<file path="src/rtl/mcd_pkg.sv">
// Shared types and constants for the multi-cycle datapath: FSM states,
// ALU operation codes and instruction-field geometry.
package mcd_pkg;

  // Instruction sequencing states
  typedef enum logic [2:0] {
    FETCH,
    DECODE,
    EXEC,
    MEM,
    WB
  } state_t;

  // ALU operation codes; any other code produces zero
  localparam logic [3:0] ALU_ADD = 4'd0;
  localparam logic [3:0] ALU_SUB = 4'd1;
  localparam logic [3:0] ALU_AND = 4'd2;
  localparam logic [3:0] ALU_OR  = 4'd3;
  localparam logic [3:0] ALU_XOR = 4'd4;
  localparam logic [3:0] ALU_SLT = 4'd5;
  localparam logic [3:0] ALU_SLL = 4'd6;
  localparam logic [3:0] ALU_SRL = 4'd7;

  // Fixed-width instruction fields; register fields scale with RAW
  localparam int OPC_W   = 6;
  localparam int FUNCT_W = 4;
  localparam int FIXED_W = OPC_W + FUNCT_W;

  // Total instruction width for a given register-number width
  function automatic int ir_width(input int raw);
    return FIXED_W + 3 * raw;
  endfunction

endpackage

</file>
<file path="src/rtl/mcd_alu.sv">
// Combinational ALU: arithmetic, logic, signed compare and shifts.
// Shift amount uses only the low log2(DW) bits of the second operand.
module mcd_alu
  import mcd_pkg::*;
#(
  parameter int DW = 16
) (
  input  logic [3:0]    op,
  input  logic [DW-1:0] in_1,
  input  logic [DW-1:0] in_2,
  output logic [DW-1:0] out,
  output logic          zero
);

  localparam int SHW = $clog2(DW);

  logic [SHW-1:0] shamt;
  logic           lt;

  assign shamt = in_2[SHW-1:0];
  assign lt    = ($signed(in_1) < $signed(in_2));

  // Select the operation result; unknown codes yield zero
  always_comb begin
    out = '0;
    case (op)
      ALU_ADD: out = in_1 + in_2;
      ALU_SUB: out = in_1 - in_2;
      ALU_AND: out = in_1 & in_2;
      ALU_OR:  out = in_1 | in_2;
      ALU_XOR: out = in_1 ^ in_2;
      ALU_SLT: out = {{(DW-1){1'b0}}, lt};
      ALU_SLL: out = in_1 << shamt;
      ALU_SRL: out = in_1 >> shamt;
      default: out = '0;
    endcase
  end

  assign zero = (out == '0);

endmodule

</file>
<file path="src/rtl/multicycle_dataflow.sv">
// Multi-cycle datapath: PC, register file, IR, operand/result latches and
// the FETCH/DECODE/EXEC/MEM/WB sequencer. Memories sit outside behind
// req/ack handshakes; control selects come from an external decoder.
module multicycle_dataflow
  import mcd_pkg::*;
#(
  parameter int DW  = 16,
  parameter int PCW = 16,
  parameter int RAW = 2,
  localparam int IW = 10 + 3 * RAW
) (
  input  logic           clk,
  input  logic           rst,
  input  logic           pc_store,
  input  logic           reg_block_w,
  input  logic           dmem_w,
  input  logic [3:0]     alu_funct,
  input  logic           m1_num,
  input  logic           m2_num,
  input  logic           m3_num,
  input  logic           m4_num,
  input  logic           m5_num,
  input  logic           m6_num,
  input  logic           m7_num,
  output logic [5:0]     opcode,
  output logic [3:0]     funct,
  output logic           alu_zero,
  output logic           imem_req,
  output logic [PCW-1:0] imem_addr,
  input  logic           imem_ack,
  input  logic [IW-1:0]  imem_rdata,
  output logic           dmem_req,
  output logic           dmem_we,
  output logic [PCW-1:0] dmem_addr,
  output logic [DW-1:0]  dmem_wdata,
  input  logic           dmem_ack,
  input  logic [DW-1:0]  dmem_rdata,
  output logic           retire
);

  localparam int NREG    = 2 ** RAW;
  localparam int T_LO    = IW - OPC_W - RAW;
  localparam int S1_LO   = T_LO - RAW;
  localparam int CONST_W = RAW + FUNCT_W;
  localparam int J_W     = IW - OPC_W;

  state_t         state_q, state_d;
  logic [PCW-1:0] pc_q;
  logic [IW-1:0]  ir_q;
  logic [DW-1:0]  a_q, b_q, aluout_q, mdr_q;
  logic           zero_q;
  logic [DW-1:0]  regs_q [NREG];

  logic [RAW-1:0]     t_f, s1_f, s2_f, rd_a_num, rd_b_num;
  logic [CONST_W-1:0] const_f;
  logic [J_W-1:0]     j_f;
  logic [DW-1:0]      const_dw, alu_in_1, alu_in_2, alu_out, wb_data;
  logic               alu_zero_c;
  logic [PCW-1:0]     const_pc, pc_inc, pc_next;

  // Instruction field extraction
  assign opcode  = ir_q[IW-1 -: OPC_W];
  assign funct   = ir_q[FUNCT_W-1:0];
  assign t_f     = ir_q[T_LO +: RAW];
  assign s1_f    = ir_q[S1_LO +: RAW];
  assign s2_f    = ir_q[FUNCT_W +: RAW];
  assign const_f = ir_q[CONST_W-1:0];
  assign j_f     = ir_q[J_W-1:0];

  assign const_dw = {{(DW-CONST_W){const_f[CONST_W-1]}}, const_f};
  assign const_pc = {{(PCW-CONST_W){const_f[CONST_W-1]}}, const_f};

  // Operand routing
  assign rd_a_num = m3_num ? s1_f : t_f;
  assign rd_b_num = m4_num ? s2_f : s1_f;
  assign alu_in_1 = m5_num ? b_q : a_q;
  assign alu_in_2 = m6_num ? const_dw : b_q;
  assign wb_data  = m7_num ? mdr_q : aluout_q;

  // PC arithmetic wraps naturally at PCW bits
  assign pc_inc  = pc_q + PCW'(1);
  assign pc_next = m2_num ? {{(PCW-J_W){1'b0}}, j_f}
                          : (m1_num ? pc_inc + const_pc : pc_inc);

  assign imem_addr  = pc_q;
  assign dmem_addr  = aluout_q[PCW-1:0];
  assign dmem_wdata = a_q;
  assign alu_zero   = zero_q;

  mcd_alu #(.DW(DW)) u_alu (
    .op   (alu_funct),
    .in_1 (alu_in_1),
    .in_2 (alu_in_2),
    .out  (alu_out),
    .zero (alu_zero_c)
  );

  // State register
  always_ff @(posedge clk) begin
    if (rst) state_q <= FETCH;
    else     state_q <= state_d;
  end

  // Next-state and handshake outputs; reset silences every request at once
  always_comb begin
    state_d  = state_q;
    imem_req = 1'b0;
    dmem_req = 1'b0;
    dmem_we  = 1'b0;
    retire   = 1'b0;
    case (state_q)
      FETCH: begin
        imem_req = 1'b1;
        if (imem_ack) state_d = DECODE;
      end
      DECODE: state_d = EXEC;
      EXEC:   state_d = (dmem_w | m7_num) ? MEM : WB;
      MEM: begin
        dmem_req = 1'b1;
        dmem_we  = dmem_w;
        if (dmem_ack) state_d = WB;
      end
      WB: begin
        retire  = 1'b1;
        state_d = FETCH;
      end
      default: state_d = FETCH;
    endcase
    if (rst) begin
      imem_req = 1'b0;
      dmem_req = 1'b0;
      dmem_we  = 1'b0;
      retire   = 1'b0;
    end
  end

  // Datapath latches, register file and PC, each updated in its own phase
  always_ff @(posedge clk) begin
    if (rst) begin
      pc_q     <= '0;
      ir_q     <= '0;
      a_q      <= '0;
      b_q      <= '0;
      aluout_q <= '0;
      mdr_q    <= '0;
      zero_q   <= 1'b0;
      for (int i = 0; i < NREG; i++) regs_q[i] <= '0;
    end else begin
      case (state_q)
        FETCH: if (imem_ack) ir_q <= imem_rdata;
        DECODE: begin
          a_q <= regs_q[rd_a_num];
          b_q <= regs_q[rd_b_num];
        end
        EXEC: begin
          aluout_q <= alu_out;
          zero_q   <= alu_zero_c;
        end
        MEM: if (dmem_ack) mdr_q <= dmem_rdata;
        WB: begin
          if (reg_block_w) regs_q[t_f] <= wb_data;
          if (pc_store)    pc_q <= pc_next;
        end
        default: ;
      endcase
    end
  end

endmodule

</file>
<file path="config.mk">
export PLATFORM = sky130hd
export DESIGN_NAME = multicycle_dataflow
export DESIGN_NICKNAME = d
export VERILOG_FILES = /design/src/rtl/mcd_pkg.sv /design/src/rtl/mcd_alu.sv /design/src/rtl/multicycle_dataflow.sv
export SDC_FILE = /design/constraint.sdc
export NUM_CORES = 1
export LEC_CHECK = 0
export BUFFER_PORTS_ARGS = -buffer_cell sky130_fd_sc_hd__clkbuf_2
export CORE_MARGIN = 1
export CORE_UTILIZATION = 35
export DETAILED_ROUTE_END_ITERATION = 8
export PLACE_DENSITY = 0.56
export SLEW_MARGIN = 10
export SYNTH_ARGS = -nofsm -noshare
export SYNTH_HDL_FRONTEND = slang
export SYNTH_SLANG_ARGS = --single-unit
</file>
<file path="constraint.sdc">
create_clock -name clk -period 12.3 [get_ports clk]
set_clock_uncertainty 0.15 [all_clocks]
set_input_delay 2.46 -clock clk [delete_from_list [all_inputs] [get_ports clk]]
set_output_delay 2.46 -clock clk [all_outputs]
set_load 0.005 [all_outputs]
</file>
* Word level (Yosys, flattened, before mapping)
Memories as Yosys holds them, arrays and structs flattened. A register that Yosys moved wholly into a read port is not among the register bits.
Cells that the tools add are included.
** Operators by class
- Bitwise logic cells :: 4
- Equal/unequal tests :: 13
- Reductions and logical operators :: 8
- Add/sub/neg operators :: 4
- Mux-type cells :: 29
- Order comparisons :: 1
- Shift-type cells :: 2
** Operators with widths (count)
- $pmux W16 S8 :: 1
- $mux W16 :: 6
- $add A16 B16 Y16 :: 2
- $add A16 B1 Y16 const B :: 1
- $and A16 B16 Y16 :: 1
- $eq A4 B3 Y1 const B :: 4
- $logic_not A16 Y1 :: 1
- $lt A16 B16 Y1 :: 1
- $or A16 B16 Y16 :: 1
- $reduce_or A16 Y1 :: 1
- $shl A16 B4 Y16 :: 1
- $shr A16 B4 Y16 :: 1
- $sub A16 B16 Y16 :: 1
- $xor A16 B16 Y16 :: 1
- $mux W1 :: 15
- $pmux W3 S4 :: 1
- $mux W3 :: 3
- $eq A4 B2 Y1 const B :: 2
- $reduce_and A2 Y1 :: 4
- $eq A3 B2 Y1 const B :: 2
- $mux W2 :: 3
- $eq A4 B1 Y1 const B :: 1
- $logic_not A4 Y1 :: 1
- $ne A2 B2 Y1 const B :: 2
- other kinds (4) :: 4
** Storage, ports and cells
- Memory bits (writable) :: 64
- Memories kept :: 1
- Bits in registers :: 68
- Input port bits :: 50
** Memories
- regs_q :: depth 4, width 16, read ports 2, clocked after memory_dff 2, wr ports 4, line multicycle_dataflow.sv:52 : logic [DW-1:0] regs_q [NREG];

* Depth between registers and ports, before layout
Gate-level depths: netlist of run 1.
- Depth after elaboration :: 6
- Mapped depth :: 17
- Mapped depth without buffers :: 16

* By module
Synthesis of run 1 repeated with hierarchy kept, for this count alone.
** Unflattened totals
- Cells, all modules :: 1491
- Area total of the unflattened synthesis :: 12688.4 sq um
** By module, submodules not included
- multicycle_dataflow :: area an instance 8675.8 sq um, seq. area each 3923.8 sq um, cells an instance 921, instances 1
- mcd_alu :: area an instance 4012.6 sq um, seq. area each 0.0 sq um, cells an instance 570, instances 1

* Worst setup path before layout of run 1
Ideal clock, no wire load.
- Path kind :: input port to flip-flop
- Start :: input port m6_num
- End :: register zero_q, in the netlist alu_zero
- Slack :: 6.052 ns
- Arrival :: 6.002 ns
- Cell stages on the path :: 14
- Buffers on the path :: 2
- Path through :: mux2i_1 > clkbuf_1 > clkbuf_1 > ha_1 > nand2b_1 > a211o_1 > a211oi_1 > a221o_1 > a21oi_1 > xor2_1 > a221o_1 > nor4_1 > nand3_1 > o41ai_2
** On the way
- Cells in the longest elaborated chain, start to end :: 4
- Elaborated cells between the ends (all ways) :: 11
- Those cells by class :: add/sub (2); order compare (1); shift (2); mux (2); bitwise (3); reduce/logical (1)
** RTL lines
- start: declaration :: line multicycle_dataflow.sv:23 : input logic m6_num,
- $mux W16 * :: line multicycle_dataflow.sv:77 : assign alu_in_2 = m6_num ? const_dw : b_q;
- $sub A16 B16 Y16, or another cell as far along :: line mcd_alu.sv:28 : ALU_SUB: out = in_1 - in_2;
- $pmux W16 S8 * :: line mcd_alu.sv:26 : case (op)
- $logic_not A16 Y1 * :: line mcd_alu.sv:39 : assign zero = (out == '0);
- end signal: assignment :: line multicycle_dataflow.sv:157 : zero_q <= alu_zero_c;
- end: declaration :: line multicycle_dataflow.sv:51 : logic zero_q;
Mark *: on every way between the ends. The rest lies on a longest branch, timed or not.
A chain may end at the register's enable or synchronous reset.

* Worst setup path after layout of run 1
Same ends and word-level chain as after synthesis.

==> results of run 1 <==
## metrics by stage
step / utilization [%] / setup WS [ns]
floorplan: - / 6.05
global placement: 38.4 / 5.11
detailed placement: 38.4 / 4.96
CTS: 40.0 / 5.43
global route: 40.0 / 4.82
finish: 40.0 / 5.35
## logic make-up after synthesis
logic type               synth area share [%]
buffers and inverters                    5.53
adder cells (fa/ha/maj)                  7.72
AO/OA/AOI/OAI                            18.5
flip-flops                               32.4
multiplexers                             15.5
AND/OR/NAND/NOR                          18.2
XOR/XNOR                                 2.24
## worst paths after layout
check,end,slack (ns),cells after the start
worst min register to register,mdr_q[15]$_SDFFE_PP0P_,0.30,2
worst max register to register,alu_zero$_SDFFE_PP0N_,7.05,13
worst min-delay path,mdr_q[15]$_SDFFE_PP0P_,0.30,2
worst max-delay path,alu_zero$_SDFFE_PP0N_,5.35,14
## per-layer routing
layer | GRT usage (%) | share of wire (%) | vias to the layer above | routed length [µm]
li1 | - | - | 5185 | -
met2 | 36.3 | 46 | 386 | 18700
met5 | 0 | 0 | - | 0
met1 | 32.4 | 46 | 5292 | 18700
met4 | 6.88 | 2.4 | 0 | 961
met3 | 2.98 | 5.8 | 54 | 2360
## power by group
part | internal (mW) | switching (mW) | leakage [nW] | total [mW]
clock network | 0.269 | 0.228 | 0.259 | 0.497
logic | 0.126 | 0.212 | 3.77 | 0.338
registers | 0.586 | 0.0291 | 1.47 | 0.616
total | 0.981 | 0.469 | 5.50 | 1.45
## registers in the layout, summed over array words and instances (netlist names), 3 cells and up
register    cells
b_q            16
dmem_addr      16
dmem_wdata     16
imem_addr      16
ir_q           16
mdr_q          16
regs_q         64
state_q         3
## cells in the final DEF, fill, tap and decap left out, types with 13 or more instances in the layout
cell and n:
a21o_1 13, buf_4 16, o21ai_0 34, mux2i_1 71, clkbuf_2 111, nand3_1 24
inv_1 53, xor2_1 15, xnor2_1 16, ha_1 70, clkbuf_16 17, dfxtp_1 100
o211ai_1 16, mux4_2 39, a211oi_1 22, a21oi_1 145, nor3_1 37, nand2_1 201
edfxtp_1 64, nor2_1 178
## layout make-up
class | instances | area, µm² | share of cell area (%)
Multi-Input combinational cell | 1088 | 7600 | 56.3
Sequential cell | 164 | 3920 | 29.0
Timing Repair Buffer | 127 | 676 | 5.00
Tap cell | 448 | 561 | 4.15
Clock buffer | 20 | 457 | 3.38
Inverter | 58 | 220 | 1.63
Clock inverter | 11 | 76.3 | 0.565
## critical path: stages
cell       delay, ns
clkbuf_2        0.31
inv_1           0.31
nor2_1          0.64
a21oi_1         0.22
ha_1            0.29
a2111oi_0       0.72
a211oi_1        0.29
a221o_1         0.36
a21oi_1         0.35
xor2_1          0.11
a221o_1         0.33
nor4_1          0.40
nand3_1         0.15
o41ai_2         0.20
==> run summary, run 1 <==
The post-route antenna net violation count came out at 0. The launch point of the worst hold path was mdr_q[15]$_SDFFE_PP0P_. The initial core utilization is 35.9%.

In the synthesized netlist, the cells that appear most often are nand2_1, nor2_1, a21oi_1. For this design the top-level I/O count stands at 113. Dividing the detail-routed via count by the number of cells gives 5.70. The run gives 62400 µm as the first-pass GRT wire length. The number of hold violations in the final report came out at 0.

At the end of the flow, the number of nets in the layout was 1579. Max-cap violations in this run came to 0. Total inserted antenna cells: 0. For the insertion delay of the later-clocked pin in the worst-skew pair, the log shows 0.44 ns. For the worst setup path, the data required time is 12.51 ns.

By area the synthesized netlist is led by dfxtp_1, edfxtp_1, mux4_2. The aggregate negative setup slack is 0 ns. The clock period could shrink to 6.95 ns.

Once placement finished, the instance area stood at 0.0130 mm². Summed over its instances, the top area cell type makes up 16.5% of the synthesized netlist area. During placement, the flow inserted port buffers numbering 112.

The count of flip-flops with a built-in enable after synthesis was 64; the remaining routing DRC violations was 0. The longest clock path from root to sink contains 2 buffers. The HPWL after detailed placement is 30500 µm. Synthesized area per cell: 8.61 µm². In this run the horizontal extent of the chip is 188 µm. Total count of max-transition violations in the final report: 0. The worst register-to-register path begins at ir_q[5]$_SDFFE_PP0P_. The largest total area in the synthesized netlist belongs to dfxtp_1. Counting every net in the synthesized netlist gives 1531. For the number of instances in the synthesized netlist, the log shows 1408. In the synthesized netlist the dominant register cell turns out to be dfxtp_1.

The sequential share of the synthesized area came out at 32.4%. Dividing total power by cell area gives a power density of 107 mW/mm². TritonCTS built the clock tree. The hold slack is 0.305 ns. The run finished with clean final reports.

After detailed routing, the average wire length per cell comes to 21.3 µm. The logs give 0 for the number of hold buffers added after cts and 23.0% for the global-route usage over all layers. The tools report the kind of end point of the critical path as a flop. Of all flip-flops after synthesis, the portion carrying an async set or reset was 0%.

Entering global routing, the biggest net connects 71 pins. For the total core area, the log shows 0.0338 mm². Kind of critical path: in -> reg. The run gives 81 as the count of unique library cells instantiated by Yosys. The cell with the most instances after synthesis is nand2_1. The first detailed-routing pass ran for 5 iterations. The tools report the via total after detailed routing as 10900.

At the end of routability-driven placement, the weighted congestion stood at 0.958. Measured against its own limit, the worst slew margin works out to 20.7%. After the first detailed-routing iteration, the DRC count stood at 913. The initialized floorplan defines 67 standard-cell rows.

The number of sinks on the clock net is 164. The number of gates resized after CTS was 0. The total of flip-flops plus latches after synthesis is 164, and the number of buffers inserted to repair setup after CTS is 0. Total of warnings raised by yosys: 0. The kind of path behind the tightest hold check was reg -> reg. After clock tree synthesis, the clock-pin slew on the worst setup and hold paths is 0.08 ns. The measured slew at the worst slew-check pin was 1.18 ns. STA classifies the critical path startpoint as an input port. Once layout is complete, the cells apart from fillers number 1916. Area growth from synthesis to final layout: 11.5%. The post-route netlist has 16.1% of its cells at a drive strength greater than 1.

In this run the worst setup path begins at m6_num. The layout filler cell count was 3459. The cell sitting at the root of the clock tree is a clkbuf_16. Final instance area: 0.0135 mm².

The floorplan step defined a die boundary enclosing 0.0354 mm². After synthesis the cells add up to 0.0121 mm². The die extent in y came out at 188 µm. Setup repair after global routing left no endpoint under its margin.

The peak fanout along the critical path is 12. The number of placed instances, taps included, is 1885. Summed over all layers, the global routing overflow is 0. VDD sags by at most 0.0916 mV. The run gives 5.50 nW as the cell leakage power. Counting the buffers created by CTS gives 17. The maximum clock frequency is 144 MHz, and the data arrival time of the critical path is 7.16 ns. The initial antenna violation count was 0. The share of the clock period used by the worst path is 56.5%, and the via count of the first global-routing pass is 10300. Total power for the finished layout comes to 1.45 mW. Setup violations remaining at the end of the flow were counted as 0. The final wirelength was 40700 µm; the maximum level of the CTS H-tree was 4.
(Power assumes the default switching activity.)
==> run 2: changes to the inputs <==
ABC_AREA = 1   (was unset)
clock period = 7 ns   (was 12.3 ns; I/O delays follow)
==> run summary, run 2 <==
Worst reg2reg path endpoint: alu_zero$_SDFFE_PP0N_ (unchanged). Final global-route overflow total: 0 (unchanged). For the number of sinks on the clock net, the log shows 164 (unchanged).

Synth top area cells: dfxtp_1, edfxtp_1, nand2_1 (was dfxtp_1, edfxtp_1, mux4_2). The area growth from synthesis to final layout is 10.6% (was 11.5%), and the post-route antenna net violation count is 0 (unchanged). Placer congestion estimate: 1.02 (was 0.958). Cell leakage power: 6.73 nW (was 5.50 nW). The maximum level of the CTS H-tree is 4 (unchanged), and the met1 usage in global routing is 33.8% (was 32.4%).

Net count reported at finish: 2152 (was 1579). Length of the first detailed-routing pass in iterations: 6 (was 5). The post-synthesis async set-or-reset flop share was 0% (unchanged).

The count of flip-flops with a built-in enable after synthesis came out at 64 (unchanged). The number of ports placed on the die boundary was 113 (unchanged). The tools report the insertion delay of the later-clocked pin in the worst-skew pair as 0.43 ns (was 0.44 ns).

The peak supply drop is 0.151 mV (was 0.0916 mV), and the placed cell area is 0.0136 mm² (was 0.0130 mm²). The number of buffers inserted to repair setup after CTS was 0 (unchanged); the number of instances in the synthesized netlist was 1984 (was 1408). For the fraction of met2 tracks used by global routing, the log shows 41.0% (was 36.3%).

Setup repair after global routing left no endpoint under its margin. TritonCTS built the clock tree. The full die area was 0.0375 mm² (was 0.0354 mm²). The tools report the launch point of the worst hold path as ir_q[10]$_SDFFE_PP0P_ (was mdr_q[15]$_SDFFE_PP0P_). The tools report the share of the core filled with cells as 39.6% (was 40.0%). The number of hold buffers added after cts came out at 0 (unchanged). The via total after detailed routing was 13300 (was 10900).

The clock input transition at the sequential cells of the worst setup and hold paths was 0.07 ns (was 0.08 ns). The number of flip-flops in the largest register was 64 (unchanged). Overall power after layout: 4.13 mW (was 1.45 mW).

For the cell internal power dissipation, the log shows 2.21 mW (was 981 µW). The sequential share of the synthesized area came out at 30.6% (was 32.4%). The mapped cell area is 0.0128 mm² (was 0.0121 mm²). The row count is 69 (was 67). For the relative slew slack, the log shows 18.1% (was 20.7%). The layer with the highest usage after global routing was met2 (unchanged). The fraction of final layout cells sized beyond drive strength 1 was 10.1% (was 16.1%). The endpoint of the worst hold path is ir_q[10]$_SDFFE_PP0P_ (was mdr_q[15]$_SDFFE_PP0P_).

The initial core utilization is 35.8% (was 35.9%), and the maximum number of pins on one net before global-route repair is 65 (was 71). The tools report the first-pass GRT wire length as 72000 µm (was 62400 µm). The count of cells along the worst register-to-register path works out to 18 (was 13). Peak fanout along the critical path: 24 (was 12). For the sequential cell area in the final layout, the log shows 0.00392 mm² (unchanged).

The power per unit of standard cell area came out at 291 mW/mm² (was 107 mW/mm²). The cell with the most instances after synthesis was nand2_1 (unchanged). The routed design could run at a clock period as short as 4.58 ns. The reg2reg setup slack came out at 2.94 ns (was 7.05 ns). The met3 track demand over resource is 3.47% (was 2.98%), and the measured slew at the worst slew-check pin is 1.22 ns (was 1.18 ns).

The kind of critical path is in -> reg (unchanged). The run gives 4.79 ns (was 7.16 ns) as the data arrival time of the critical path. The run gives 0 (unchanged) as the total of warnings raised by yosys. The power share of the sequential group was 30.2% (was 42.5%); the half-perimeter wire length after detailed placement was 35600 µm (was 30500 µm).

Die extent in y: 194 µm (was 188 µm). For the initial antenna violation count, the log shows 0 (unchanged). Category of the worst setup path launch point: an input port (unchanged).

Of the available clock period, the critical path in the final layout requires 65.5%. The routed via count divided by cell count works out to 5.32 (was 5.70). The run gives 17 (unchanged) as the number of buffers created by CTS.

The kind of path behind the tightest hold check is reg -> reg (unchanged). Commonest cells after routing, fill and taps aside: nand2_1, inv_1, nand3_1 (was nand2_1, nor2_1, a21oi_1). The register with the most flip-flops is regs_q (unchanged). Top cell type's share of synthesized area: 15.6% (was 16.5%). The most frequent standard cell in the layout excluding fill and tap cells is nand2_1 (unchanged).

The switching power of the nets is 1.92 mW (was 469 µW), and the total count of max-transition violations in the final report is 0 (unchanged). The tools report the via count of the first global-routing pass as 12400 (was 10300). The clock share of power was 21.7% (was 34.2%); the number of cells upsized or downsized after cts was 0 (unchanged). The largest area contributor in the synthesized netlist was dfxtp_1 (unchanged). Count of cells along the worst hold path: 2 (unchanged). The run gives 0.0358 mm² (was 0.0338 mm²) as the total core area. The prevailing post-synth register cell is dfxtp_1 (unchanged). The synthesized netlist net count was 2107 (was 1531); the max-cap violation count was 0 (unchanged).

The total inserted antenna cells came out at 0 (unchanged). The tools report the final wirelength as 46800 µm (was 40700 µm). The worst reg2reg path startpoint is ir_q[5]$_SDFFE_PP0P_ (unchanged). The global-route usage over all layers is 24.7% (was 23.0%), and the number of port buffers is 112 (unchanged). The routed wirelength normalized by instance count is 18.7 µm (was 21.3 µm). The logs give 218 MHz for the maximum clock frequency and 0.300 ns (was 0.305 ns) for the hold slack. The chip width works out to 194 µm (was 188 µm). The run gives 1417 (was 913) as the violation count after the first detailed-routing iteration.

The run gives 48.1% (was 23.3%) as the share of total power in combinational logic. The clock root buffer was clkbuf_16 (unchanged). The count of unique library cells instantiated by Yosys was 43 (was 81); the net switching fraction of the power was 46.5% (was 32.3%). For the aggregate negative setup slack, the log shows 0 ns (unchanged). The tools report the kind of end point of the critical path as a flop (unchanged). Final instance area: 0.0142 mm² (was 0.0135 mm²). For the remaining routing DRC violations, the log shows 0 (unchanged). The required time of the critical path was 7.21 ns (was 12.51 ns); the maximum clock path buffer count was 2 (unchanged). The synthesized area per cell works out to 6.47 µm² (was 8.61 µm²). The total of flip-flops plus latches after synthesis came out at 164 (unchanged). The area of the multi-input gates came out at 0.00734 mm² (was 0.00760 mm²). Most common library cells after synthesis: nand2_1, inv_1, nand3_1 (was nand2_1, nor2_1, a21oi_1).

The run gives 0 (unchanged) as the final setup violation count. The layout filler cell count came out at 3866 (was 3459). The flow ran to the end, and the final reports show no timing, DRC or antenna violations. The tools report the number of hold violations in the final report as 0 (unchanged).
[run 2: area by class of cell]
| type | count | share of cell area (%) |
|---|---|---|
| clock inverters | 9 | 0.467 |
| clock buffers | 23 | 3.52 |
| well taps | 461 | 4.06 |
| repair buffers | 129 | 4.85 |
| flip-flops and latches | 164 | 27.6 |
| multi-input cells | 1424 | 51.7 |
| inverters | 293 | 7.76 |
[run 2: how the worst max path moves through the flow]
stage               depth (start not counted)                    end    from  slack (ns)
finish                                     21  alu_zero$_SDFFE_PP0N_  m5_num        2.42
global route                               21  alu_zero$_SDFFE_PP0N_  m5_num        2.13
CTS                                        21  alu_zero$_SDFFE_PP0N_  m5_num        2.48
detailed placement                         21  alu_zero$_SDFFE_PP0N_  m5_num        2.03
global placement                           21  alu_zero$_SDFFE_PP0N_  m5_num        2.00
floorplan                                  20  alu_zero$_SDFFE_PP0N_  m6_num        3.12
[run 2: per-layer routing]
| layer | wire (µm) | up-vias |
|---|---|---|
| li1 | - | 6616 |
| met1 | 21700 | 6180 |
| met2 | 21500 | 471 |
| met3 | 2890 | 46 |
| met4 | 739 | 0 |
| met5 | 0 | - |
[run 2: cells by family after synthesis]
family                   share of synthesized area [%]
AND/OR/NAND/NOR                                   30.3
AO/OA/AOI/OAI                                     18.4
buffers and inverters                             12.3
flip-flops                                        30.6
adder cells (fa/ha/maj)                           7.29
XOR/XNOR                                          1.16
[run 2: power groups by stage]
stage                     clock (mW)  sequential [mW]  combinational (mW)
after floorplan                    0             1.20                1.38
after global placement             0             1.27                1.96
after detailed placement           0             1.27                1.95
after CTS                      0.911             1.25                1.96
after global routing           0.949             1.26                2.21
final                          0.894             1.25                1.99
[run 2: per-stage QoR]
step / worst slack [ns] / std cells
finish: 2.42 / 2503
global route: 2.13 / 2503
CTS: 2.48 / 2503
detailed placement: 2.03 / 2471
global placement: 2.00 / 2471
floorplan: 3.12 / 1984
[run 2: worst max-delay path, stage by stage]
cell and delay (ns):
clkbuf_2 0.40, inv_2 0.20, nand2_1 0.10, nand2_1 0.20, inv_1 0.15, ha_1 0.16
inv_1 0.10, fa_1 0.45, nand2_1 0.12, nand2_1 0.14, nand2_1 0.11, inv_1 0.09
nand2_1 0.09, nand4_1 0.09, nand3_1 0.12, nand3_1 0.15, nor2_1 0.28, nand3_1 0.12
nor2_1 0.12, nand2_1 0.07, a21oi_2 0.10
==> run 3: changes to the inputs <==
PLACE_DENSITY = 0.57   (was 0.56)
clock period = 4.2 ns   (was 7 ns; I/O delays follow)
==> run summary, run 3 (same netlist as run 2, synthesis figures left out) <==
The flow ran to the end, and the final reports show no timing, DRC or antenna violations. The tools report the worst reg2reg path startpoint as imem_addr[1]$_SDFFE_PP0P_ (was ir_q[5]$_SDFFE_PP0P_). The final global-route overflow total is 0 (unchanged), and the share of the clock period used by the worst path is 91.3%.

The required time of the critical path was 4.42 ns (was 7.21 ns). Series of cell instances along the critical path: clkbuf_2 > nand2_1 > inv_1 > a21oi_1 > ha_1 > nor2_1 > nand4_1 > nand2_1 > nand2_1 > nand3_1 > nand2_1 > inv_1 > nand4_1 > nor2_1 > nand3_1 > nor2_1 > nand2_1 > a21oi_2 (was clkbuf_2 > inv_2 > nand2_1 > nand2_1 > inv_1 > ha_1 > inv_1 > fa_1 > nand2_1 > nand2_1 > nand2_1 > inv_1 > nand2_1 > nand4_1 > nand3_1 > nand3_1 > nor2_1 > nand3_1 > nor2_1 > nand2_1 > a21oi_2). Chip width: 194 µm (unchanged). Total buffers and inverters traversed by the critical path: 3 (was 5).

The initial core utilization is 35.8% (unchanged), and the routed via count divided by cell count is 5.38 (was 5.32). The number of port buffers came out at 112 (unchanged). The tools report the maximum clock frequency as 261 MHz. The launch point of the worst hold path was ir_q[10]$_SDFFE_PP0P_ (unchanged). The category of the worst setup path launch point was an input port (unchanged). The area growth from synthesis to final layout works out to 13.3% (was 10.6%).

The run gives 113 (unchanged) as the number of ports placed on the die boundary. The logs give 4.06 ns (was 4.79 ns) for the data arrival time of the critical path and 2 (was 0) for the initial antenna violation count. The final wirelength was 48700 µm (was 46800 µm).

The violation count after the first detailed-routing iteration is 1345 (was 1417), and the clock period minus final worst setup slack is 3.84 ns. The net count reported at finish came out at 2200 (was 2152). The run gives 0 (unchanged) as the remaining routing DRC violations. The fraction of final layout cells sized beyond drive strength 1 is 12.2% (was 10.1%), and the max-cap violation count is 0 (unchanged). The peak supply drop is 0.312 mV (was 0.151 mV), and the peak per-stage delay on the critical path is 0.51 ns (was 0.45 ns). The measured slew at the worst slew-check pin is 1.02 ns (was 1.22 ns), and the power per unit of standard cell area is 488 mW/mm² (was 291 mW/mm²). The aggregate negative setup slack was 0 ns (unchanged); the number of cells upsized or downsized after cts was 0 (unchanged).

The insertion delay of the later-clocked pin in the worst-skew pair was 0.43 ns (about the same); the peak fanout along the critical path was 11 (was 24). Most frequent standard cell in the layout excluding fill and tap cells: nand2_1 (unchanged). The clock input transition at the sequential cells of the worst setup and hold paths is 0.07 ns (about the same). The run gives 12800 (was 12400) as the via count of the first global-routing pass. Cell seen most often among critical-path stages: nand2_1 (unchanged).

Category of cells accounting for the largest share of critical-path delay: simple AND/OR/NAND/NOR gates (unchanged). The run gives 2 (unchanged) as the maximum clock path buffer count. The number of flip-flops in the largest register is 64 (unchanged). TritonCTS built the clock tree. The tools report the number of sinks on the clock net as 164 (unchanged). The number of cells in the design after placement was 2519 (was 2471); the post-route antenna net violation count was 0 (unchanged). The run gives 13700 (was 13300) as the via total after detailed routing. The logs give 40.6% (was 39.6%) for the share of the core filled with cells and 1.05 (was 1.02) for the placer congestion estimate. Setup repair after global routing left no endpoint under its margin. The relative slew slack was 31.8% (was 18.1%); the maximum level of the CTS H-tree was 4 (unchanged). The logs give 66 (was 65) for the maximum number of pins on one net before global-route repair and 75000 µm (was 72000 µm) for the first-pass GRT wire length. Kind of path behind the tightest hold check: reg -> reg (unchanged). The tools report the length of the first detailed-routing pass in iterations as 6 (unchanged).

The register with the most flip-flops was regs_q (unchanged). The run gives 25.7% (was 24.7%) as the global-route usage over all layers. The logs give 0 (unchanged) for the number of hold violations in the final report and 0.0375 mm² (unchanged) for the full die area. Final setup violation count: 0 (unchanged).

The kind of critical path was in -> reg (unchanged). The tools report the launch point of the worst path as m6_num (was m5_num). The run gives 2552 (was 2503) as the final non-filler cell total. The routed wirelength normalized by instance count works out to 19.1 µm (was 18.7 µm). The run gives 0 (unchanged) as the number of hold buffers added after cts. The clock root buffer was clkbuf_16 (unchanged).

For the half-perimeter wire length after detailed placement, the log shows 37600 µm (was 35600 µm). The tools report the number of buffers created by CTS as 17 (unchanged). The total count of max-transition violations in the final report is 0 (unchanged). The cell at the slowest stage of the critical path was ha_1 (was fa_1). Commonest cells after routing, fill and taps aside: nand2_1, inv_1, nand3_1 (unchanged). The total core area is 0.0358 mm² (unchanged), and the number of buffers inserted to repair setup after CTS is 0 (unchanged). The logs give 0.302 ns (was 0.300 ns) for the hold slack and 69 (unchanged) for the row count.

The cell leakage power was 6.97 nW (was 6.73 nW). The die extent in y works out to 194 µm (unchanged). The kind of end point of the critical path is a flop (unchanged).
-- run 3: changes by cell type in the layout (fill, tap and decap cells not counted), sizes merged --
cell | previous run | this run
clkbuf | 135 | 129
diode | 0 | 1
buf | 17 | 65
clkinv | 4 | 8
inv | 296 | 297
bufinv | 0 | 1
-- run 3: metal layers --
metal / track usage (%) / vias up / share of wire [%]
met5: 0 / - / 0.033
met4: 7.50 / 2 / 2.3
met3: 3.75 / 68 / 6.6
met2: 41.9 / 485 / 45
met1: 34.9 / 6449 / 46
li1: - / 6714 / -
-- run 3: final cells by class --
type | instances | area, µm²
clock buffers | 17 | 425
well taps | 461 | 577
flip-flops and latches | 164 | 3920
fillers | 3831 | 21300
inverters | 293 | 1100
repair buffers | 177 | 1050
diodes | 1 | 2.50
multi-input cells | 1424 | 7340
clock inverters | 15 | 131
-- run 3: through the flow --
step           setup slack (ns)  power, mW  area (µm²)
3_5_place_dp             0.0462       5.55       14000
4_1_cts                   0.492       7.06       14500
6_report                  0.365       7.11       14600
5_1_grt                   0.180       7.58       14500
2_1_floorplan             0.877       4.31       12800
3_3_place_gp             0.0406       5.56       14000
-- run 3: final timing paths --
kind | end | cells past startpoint | slack [ns]
setup / recovery | alu_zero$_SDFFE_PP0N_ | 18 | 0.36
setup reg to reg | imem_addr[15]$_SDFFE_PP0P_ | 21 | 0.61
hold reg to reg | ir_q[10]$_SDFFE_PP0P_ | 2 | 0.30
hold / removal | ir_q[10]$_SDFFE_PP0P_ | 2 | 0.30
-- run 3: report_power, final --
group / switching, mW / leakage [nW] / total, mW / internal [mW]
logic: 2.42 / 5.22 / 3.54 / 1.12
clock network: 0.680 / 0.271 / 1.50 / 0.820
registers: 0.221 / 1.48 / 2.07 / 1.85
total: 3.32 / 6.97 / 7.11 / 3.79
-- run 3: worst min-delay path, cell delays in order (launching register included) --
cell     delay, ns
dfxtp_1       0.31
inv_1         0.05
a21oi_1       0.05
